File: src/rtl/decode_pkg.sv
// Shared constants for the decode stage: MIPS opcodes and instruction field positions.
// The write-through bypass is selected at build time with DECODE_BYPASS_EN.
package decode_pkg;

  localparam logic [5:0] OP_RTYPE = 6'h00;
  localparam logic [5:0] OP_ANDI  = 6'h0C;
  localparam logic [5:0] OP_ORI   = 6'h0D;
  localparam logic [5:0] OP_XORI  = 6'h0E;
  localparam logic [5:0] OP_LW    = 6'h23;
  localparam logic [5:0] OP_SW    = 6'h2B;

  localparam int OP_LO  = 26;
  localparam int OP_W   = 6;
  localparam int RS_LO  = 21;
  localparam int RT_LO  = 16;
  localparam int RD_LO  = 11;
  localparam int IMM_LO = 0;
  localparam int IMM_W  = 16;

  // Logical immediates are zero-extended; everything else sign-extends.
  function automatic logic is_zero_ext(input logic [OP_W-1:0] op);
    return (op == OP_ANDI) || (op == OP_ORI) || (op == OP_XORI);
  endfunction

endpackage

File: src/rtl/decode_stage_regfile.sv
// 2-read/1-write register file, entry 0 hardwired to zero, async active-low clear.
// With DECODE_BYPASS_EN a same-cycle write is forwarded to matching read ports.
module regfile_2r1w #(
  parameter int XLEN   = 32,
  parameter int ADDR_W = 5
) (
  input  logic              clk,
  input  logic              rst_n,
  input  logic              we,
  input  logic [ADDR_W-1:0] waddr,
  input  logic [XLEN-1:0]   wdata,
  input  logic [ADDR_W-1:0] raddr1,
  input  logic [ADDR_W-1:0] raddr2,
  output logic [XLEN-1:0]   rdata1,
  output logic [XLEN-1:0]   rdata2
);

  localparam int DEPTH = 2 ** ADDR_W;

  logic [XLEN-1:0] mem [DEPTH];
  logic            wr_live;
  logic [XLEN-1:0] stored1;
  logic [XLEN-1:0] stored2;

  assign wr_live = we && (waddr != '0);

  always_ff @(posedge clk or negedge rst_n) begin
    if (!rst_n) begin
      for (int i = 0; i < DEPTH; i++) mem[i] <= '0;
    end else if (wr_live) begin
      mem[waddr] <= wdata;
    end
  end

  assign stored1 = (raddr1 == '0) ? '0 : mem[raddr1];
  assign stored2 = (raddr2 == '0) ? '0 : mem[raddr2];

`ifdef DECODE_BYPASS_EN
  always_comb begin
    rdata1 = stored1;
    rdata2 = stored2;
    if (wr_live && (waddr == raddr1)) rdata1 = wdata;
    if (wr_live && (waddr == raddr2)) rdata2 = wdata;
  end
`else
  always_comb begin
    rdata1 = stored1;
    rdata2 = stored2;
  end
`endif

endmodule

File: src/rtl/decode_stage.sv
// MIPS-style decode stage: field extraction, immediate extension, load-use hazard
// detection and the ID/EX register. DECODE_BYPASS_EN enables regfile write-through.
module decode_stage
  import decode_pkg::*;
#(
  parameter int XLEN   = 32,
  parameter int ADDR_W = 5,
  parameter int IW     = 32
) (
  input  logic              clk,
  input  logic              rst_n,
  input  logic              in_valid,
  input  logic [IW-1:0]     instruction,
  input  logic              stall,
  input  logic              flush,
  input  logic              regWrite,
  input  logic [ADDR_W-1:0] writeReg,
  input  logic [XLEN-1:0]   writeData,
  input  logic              ex_memread,
  input  logic [ADDR_W-1:0] ex_rt,
  output logic              hazard,
  output logic              out_valid,
  output logic [XLEN-1:0]   rd1,
  output logic [XLEN-1:0]   rd2,
  output logic [ADDR_W-1:0] ins1,
  output logic [ADDR_W-1:0] ins2,
  output logic [ADDR_W-1:0] rs_out,
  output logic [IW-1:0]     insOut,
  output logic [XLEN-1:0]   signEx
);

  logic [OP_W-1:0]   opcode;
  logic [ADDR_W-1:0] rs;
  logic [ADDR_W-1:0] rt;
  logic [ADDR_W-1:0] rd;
  logic [IMM_W-1:0]  imm;
  logic [XLEN-1:0]   imm_ext;
  logic [XLEN-1:0]   rf_rd1;
  logic [XLEN-1:0]   rf_rd2;
  logic              wb_live;

  assign opcode = instruction[OP_LO +: OP_W];
  assign rs     = instruction[RS_LO +: ADDR_W];
  assign rt     = instruction[RT_LO +: ADDR_W];
  assign rd     = instruction[RD_LO +: ADDR_W];
  assign imm    = instruction[IMM_LO +: IMM_W];

  assign imm_ext = is_zero_ext(opcode) ? {{(XLEN-IMM_W){1'b0}}, imm}
                                       : {{(XLEN-IMM_W){imm[IMM_W-1]}}, imm};

  // Upstream turns this into stall (hold IF/ID) plus flush (bubble into ID/EX).
  assign hazard = in_valid && ex_memread && (ex_rt != '0) &&
                  ((ex_rt == rs) || (ex_rt == rt));

  assign wb_live = regWrite && (writeReg != '0);

  regfile_2r1w #(
    .XLEN   (XLEN),
    .ADDR_W (ADDR_W)
  ) u_rf (
    .clk    (clk),
    .rst_n  (rst_n),
    .we     (regWrite),
    .waddr  (writeReg),
    .wdata  (writeData),
    .raddr1 (rs),
    .raddr2 (rt),
    .rdata1 (rf_rd1),
    .rdata2 (rf_rd2)
  );

  // ID/EX handshake: out_valid marks a live instruction. flush squashes the
  // register to zero and beats stall; stall holds every field but refreshes a
  // held operand whose source register is written back this cycle; otherwise
  // the register loads the current decode and out_valid follows in_valid.
  always_ff @(posedge clk or negedge rst_n) begin
    if (!rst_n) begin
      out_valid <= 1'b0;
      rd1       <= '0;
      rd2       <= '0;
      ins1      <= '0;
      ins2      <= '0;
      rs_out    <= '0;
      insOut    <= '0;
      signEx    <= '0;
    end else if (flush) begin
      out_valid <= 1'b0;
      rd1       <= '0;
      rd2       <= '0;
      ins1      <= '0;
      ins2      <= '0;
      rs_out    <= '0;
      insOut    <= '0;
      signEx    <= '0;
    end else if (stall) begin
      if (wb_live && (writeReg == rs_out)) rd1 <= writeData;
      if (wb_live && (writeReg == ins1))   rd2 <= writeData;
    end else begin
      out_valid <= in_valid;
      rd1       <= rf_rd1;
      rd2       <= rf_rd2;
      ins1      <= rt;
      ins2      <= rd;
      rs_out    <= rs;
      insOut    <= instruction;
      signEx    <= imm_ext;
    end
  end

endmodule

File: config.mk
export PLATFORM = sky130hd
export DESIGN_NAME = decode_stage
export DESIGN_NICKNAME = d
export VERILOG_FILES = /design/src/rtl/decode_pkg.sv /design/src/rtl/decode_stage_regfile.sv /design/src/rtl/decode_stage.sv
export SDC_FILE = /design/constraint.sdc
export NUM_CORES = 2
export LEC_CHECK = 0
export ABC_CLOCK_PERIOD_IN_PS = 2300
export CAP_MARGIN = 15
export CORE_MARGIN = 2
export CORE_UTILIZATION = 40
export DETAILED_ROUTE_END_ITERATION = 6
export GPL_TIMING_DRIVEN = 1
export PLACE_DENSITY = 0.66
export SETUP_SLACK_MARGIN = 0.5
export SYNTH_ARGS = -nofsm -noshare
export SYNTH_HDL_FRONTEND = slang
export SYNTH_HIERARCHICAL = 1
export SYNTH_SLANG_ARGS = --single-unit
File: constraint.sdc
create_clock -name clk -period 2.3 [get_ports clk]
set_input_delay 0.23 -clock clk [delete_from_list [all_inputs] [get_ports clk]]
set_output_delay 0.23 -clock clk [all_outputs]
set_load 0.02 [all_outputs]
==> metrics.txt <==
hold_sp=instruction[14]; critical path required time=approximately 2.9 ns; Vias/cell=between 6 and 7; synthesized instance count=4027; Net Switching=~17 mW; initial antenna violation count=5; most used cell, CP=mux4_2; gpl congestion=0.868; Crit Path Max Fanout=2; Final setup viols=4; syn_area_per_cell=14.9 sq um; remaining antenna violation count=0; status=finished, violations left; buffers and inverters on the worst path=1; Max Fclk=between 0.4 and 0.5 GHz; predominant post-synthesis flop cell=dfrtp_1; EDFF count, synth=0; Die Area=0.153 sq mm; minimum clock period=2.34 ns; Synth Net Count=about 4000; final WL=about 210000 um; share of total power in sequential cells=0.422; Die Y=a little under 400 um; Sw Share=0.275; worst slack, placed=-0.565 ns; Die Span X=just under 400 um; asr flop ratio synth=1.00; fillers=~12000; fin crit share=1.02; clk_skew=slightly above 0.04 ns; Total GRT Usage=0.276; DRT iter0 DRCs=approximately 4000; quantity of I/O buffers inserted on ports=between 200 and 250; slew margin rel.=0.509; Clk Latency, worst-skew pair=approximately 0.79 ns; DRC Markers=0; Net count, final=4719; Avg WL per Cell=31.6 um; critical path endpoint category=flop; Internal Power=around 45 mW; most common cell in the synthesized netlist=dfrtp_1; htree depth=3; Final Hold Fails=0; clock root cell=clkbuf_16; synthesized flop and latch total=roughly 1100; layout cells sized above 1=0.602; first-pass GRT wire length=a little over 300000 um; Initial Utilization=0.402; Syn Std Cell Area=0.0599 sq mm; Synth top cells by count=1122 x dfrtp_1, 1051 x mux2_2, 468 x mux4_2; Slew Viols, Final=0; clock share of power=0.344; arrival time worst endpoint=approximately 3.0 ns; Critical Path Start Type=flop; clk sinks=about 1100; peak supply drop=0.795 mV; cts bufs inserted=120; Slowest cell on crit path=mux4_2; leading area contributor after synthesis=dfrtp_1; cell breakdown of the critical path=mux4_2 -> mux4_2 -> o22ai_2 -> nor3_2 -> buf_4 -> mux2i_1 -> nor2_1 -> mux2_4; Hold Slack=roughly 0.054 ns; Seq/Total Area, Yosys=0.468; critical path startpoint=u_rf/mem[85]; CTS tree=done; Rows=about 140; Slew @ Worst Pin=roughly 0.73 ns; fin worst setup slack=-0.0362 ns; clock buffer depth=3; Design Power=slightly above 60 mW; RSZ-0062 raised after global routing=true; Final HPWL DP=between 100000 and 150000 um; Crit path max-delay family=multiplexers; Reg clk slew, reported paths=approximately 0.060 ns; largest net degree at the start of global routing=73; core area=approximately 0.15 sq mm; YS warnings=6; critical path type=flop to flop; Crit path largest cell delay=slightly below 0.5 ns; fin util=0.510; Leak=about 34 nW; DRT Pass-1 Iters=5; Area Overhead vs Synth=26.9%; grt total ovfl=0; Power Dens Cells=809 mW/mm^2; DR vias=41500; ranking of synthesized cells by area=dfrtp_1 47%, mux2_2 20%, mux4_2 18%; Gate power share=0.234; Reg area=0.0281 sq mm; multi-input logic area=between 0.03 and 0.04 sq mm; reg-to-reg startpoint=u_rf/mem[85]; violated checks=negative setup slack; Unique masters post-synth=56; Synth top area share=0.468; maxcap violations=0; vias in the first global route=approximately 43000; worst hold path class=primary input to flop; io pins=around 230
==> cell usage in the layout (no fill, tap or decap), types with 8 or more instances in the layout <==
cell and instances:
bufinv_16 16, nor2_1 68, clkinv_2 20, mux4_2 469, clkdlybuf4s50_1 63, clkbuf_16 123
buf_6 31, mux2_2 1015, nand2_1 11, buf_12 176, mux2i_1 249, a211oi_1 36
dlygate4sd2_1 68, nor2_4 13, clkdlybuf4s15_1 10, o22ai_2 19, nand2_2 12, dfrtp_2 22
a2111oi_2 9, nor3_2 69, a211oi_2 34, dlygate4sd3_1 8, a22o_1 49, o221ai_1 26
o22ai_1 57, buf_2 22, clkdlybuf4s15_2 44, buf_4 557, a2111oi_4 17, clkbuf_1 23
xnor2_1 11, clkbuf_8 35, dfrtp_1 1100, mux2_4 66, a22oi_1 16, nor2b_1 9
a21oi_1 12, nor3_1 16, nand2b_1 8
==> stage by stage <==
stage | TNS [ns] | instances | instance area, sq um
2_1_floorplan | 0 | 4027 | 60800
3_5_place_dp | -50.95 | 6370 | 69900
3_3_place_gp | -44.01 | 6370 | 69900
4_1_cts | -0.0629 | 6666 | 75500
6_report | -0.0772 | 6687 | 76100
5_1_grt | -0.466 | 6685 | 76100
==> worst paths after layout <==
check                      cells past startpoint             to  slack [ns]
max                                            8        rd2[21]       -0.04
min                                            3        ins2[3]        0.05
max reg2reg                                    8        rd2[21]       -0.04
min reg2reg                                    0  u_rf/mem[997]        0.40
max in group asynchronous                      4        rd1[16]        0.76
min in group asynchronous                      3  u_rf/mem[733]        0.55
==> routing by layer <==
| layer | routed length, um | global-route usage |
|---|---|---|
| met3 | 20100 | 0.0557 |
| met1 | 86400 | 0.386 |
| met4 | 9080 | 0.106 |
| met2 | 95400 | 0.423 |
| met5 | 0 | 0 |
==> power groups by stage <==
stage                     clock (mW)  sequential (mW)  combinational, mW
after detailed placement           0             26.2               13.4
final                           21.2             26.0               14.4
after global routing            22.3             26.4               15.2
after CTS                       21.5             25.9               14.1
after global placement             0             26.1               13.1
after floorplan                    0             25.4               8.93
==> worst min-delay path: stages <==
cell,delay (ns)
clkdlybuf4s50_1,0.39
mux2i_1,0.13
nor2_1,0.05
==> flip-flops by register name, indices dropped and copies added, names as in the netlist <==
name / cells
rd1: 32
rd2: 32
rs_out: 4
insOut: 20
signEx: 1
ins2: 4
ins1: 4
out_valid: 1
u_rf/mem: 1024
==> area by class of cell <==
| class | count | area share |
|---|---|---|
| Sequential cell | 1122 | 0.369 |
| Tap cell | 1944 | 0.0320 |
| Clock inverter | 46 | 0.00919 |
| Antenna cell | 2 | 0.0000658 |
| Timing Repair Buffer | 996 | 0.136 |
| Clock buffer | 179 | 0.0475 |
| Multi-Input combinational cell | 2397 | 0.406 |
| Inverter | 1 | 0.0000493 |
==> kinds of logic (layout without fill, tap and decap cells) <==
family / after synthesis / in the layout / share of synthesized area
buffers and inverters: 508 / 1222 / 0.0434
xor gates and xnor gates: 20 / 20 / 0.00292
AOI/OAI and AO/OA: 301 / 301 / 0.0384
and+or+nand+nor: 264 / 264 / 0.0218
other: 0 / 2 / 0
DFF: 1122 / 1122 / 0.468
muxes: 1812 / 1812 / 0.425
==> repair_timing <==
action,in CTS,in global routing
setup endpoints to repair,209,77
gates cloned,1,0
pin swaps,78,54
resized for setup,496,69
buffers inserted,62,18
hold buffers,8,1
endpoints found under the hold margin,507,1
(Power assumes the default switching activity.)
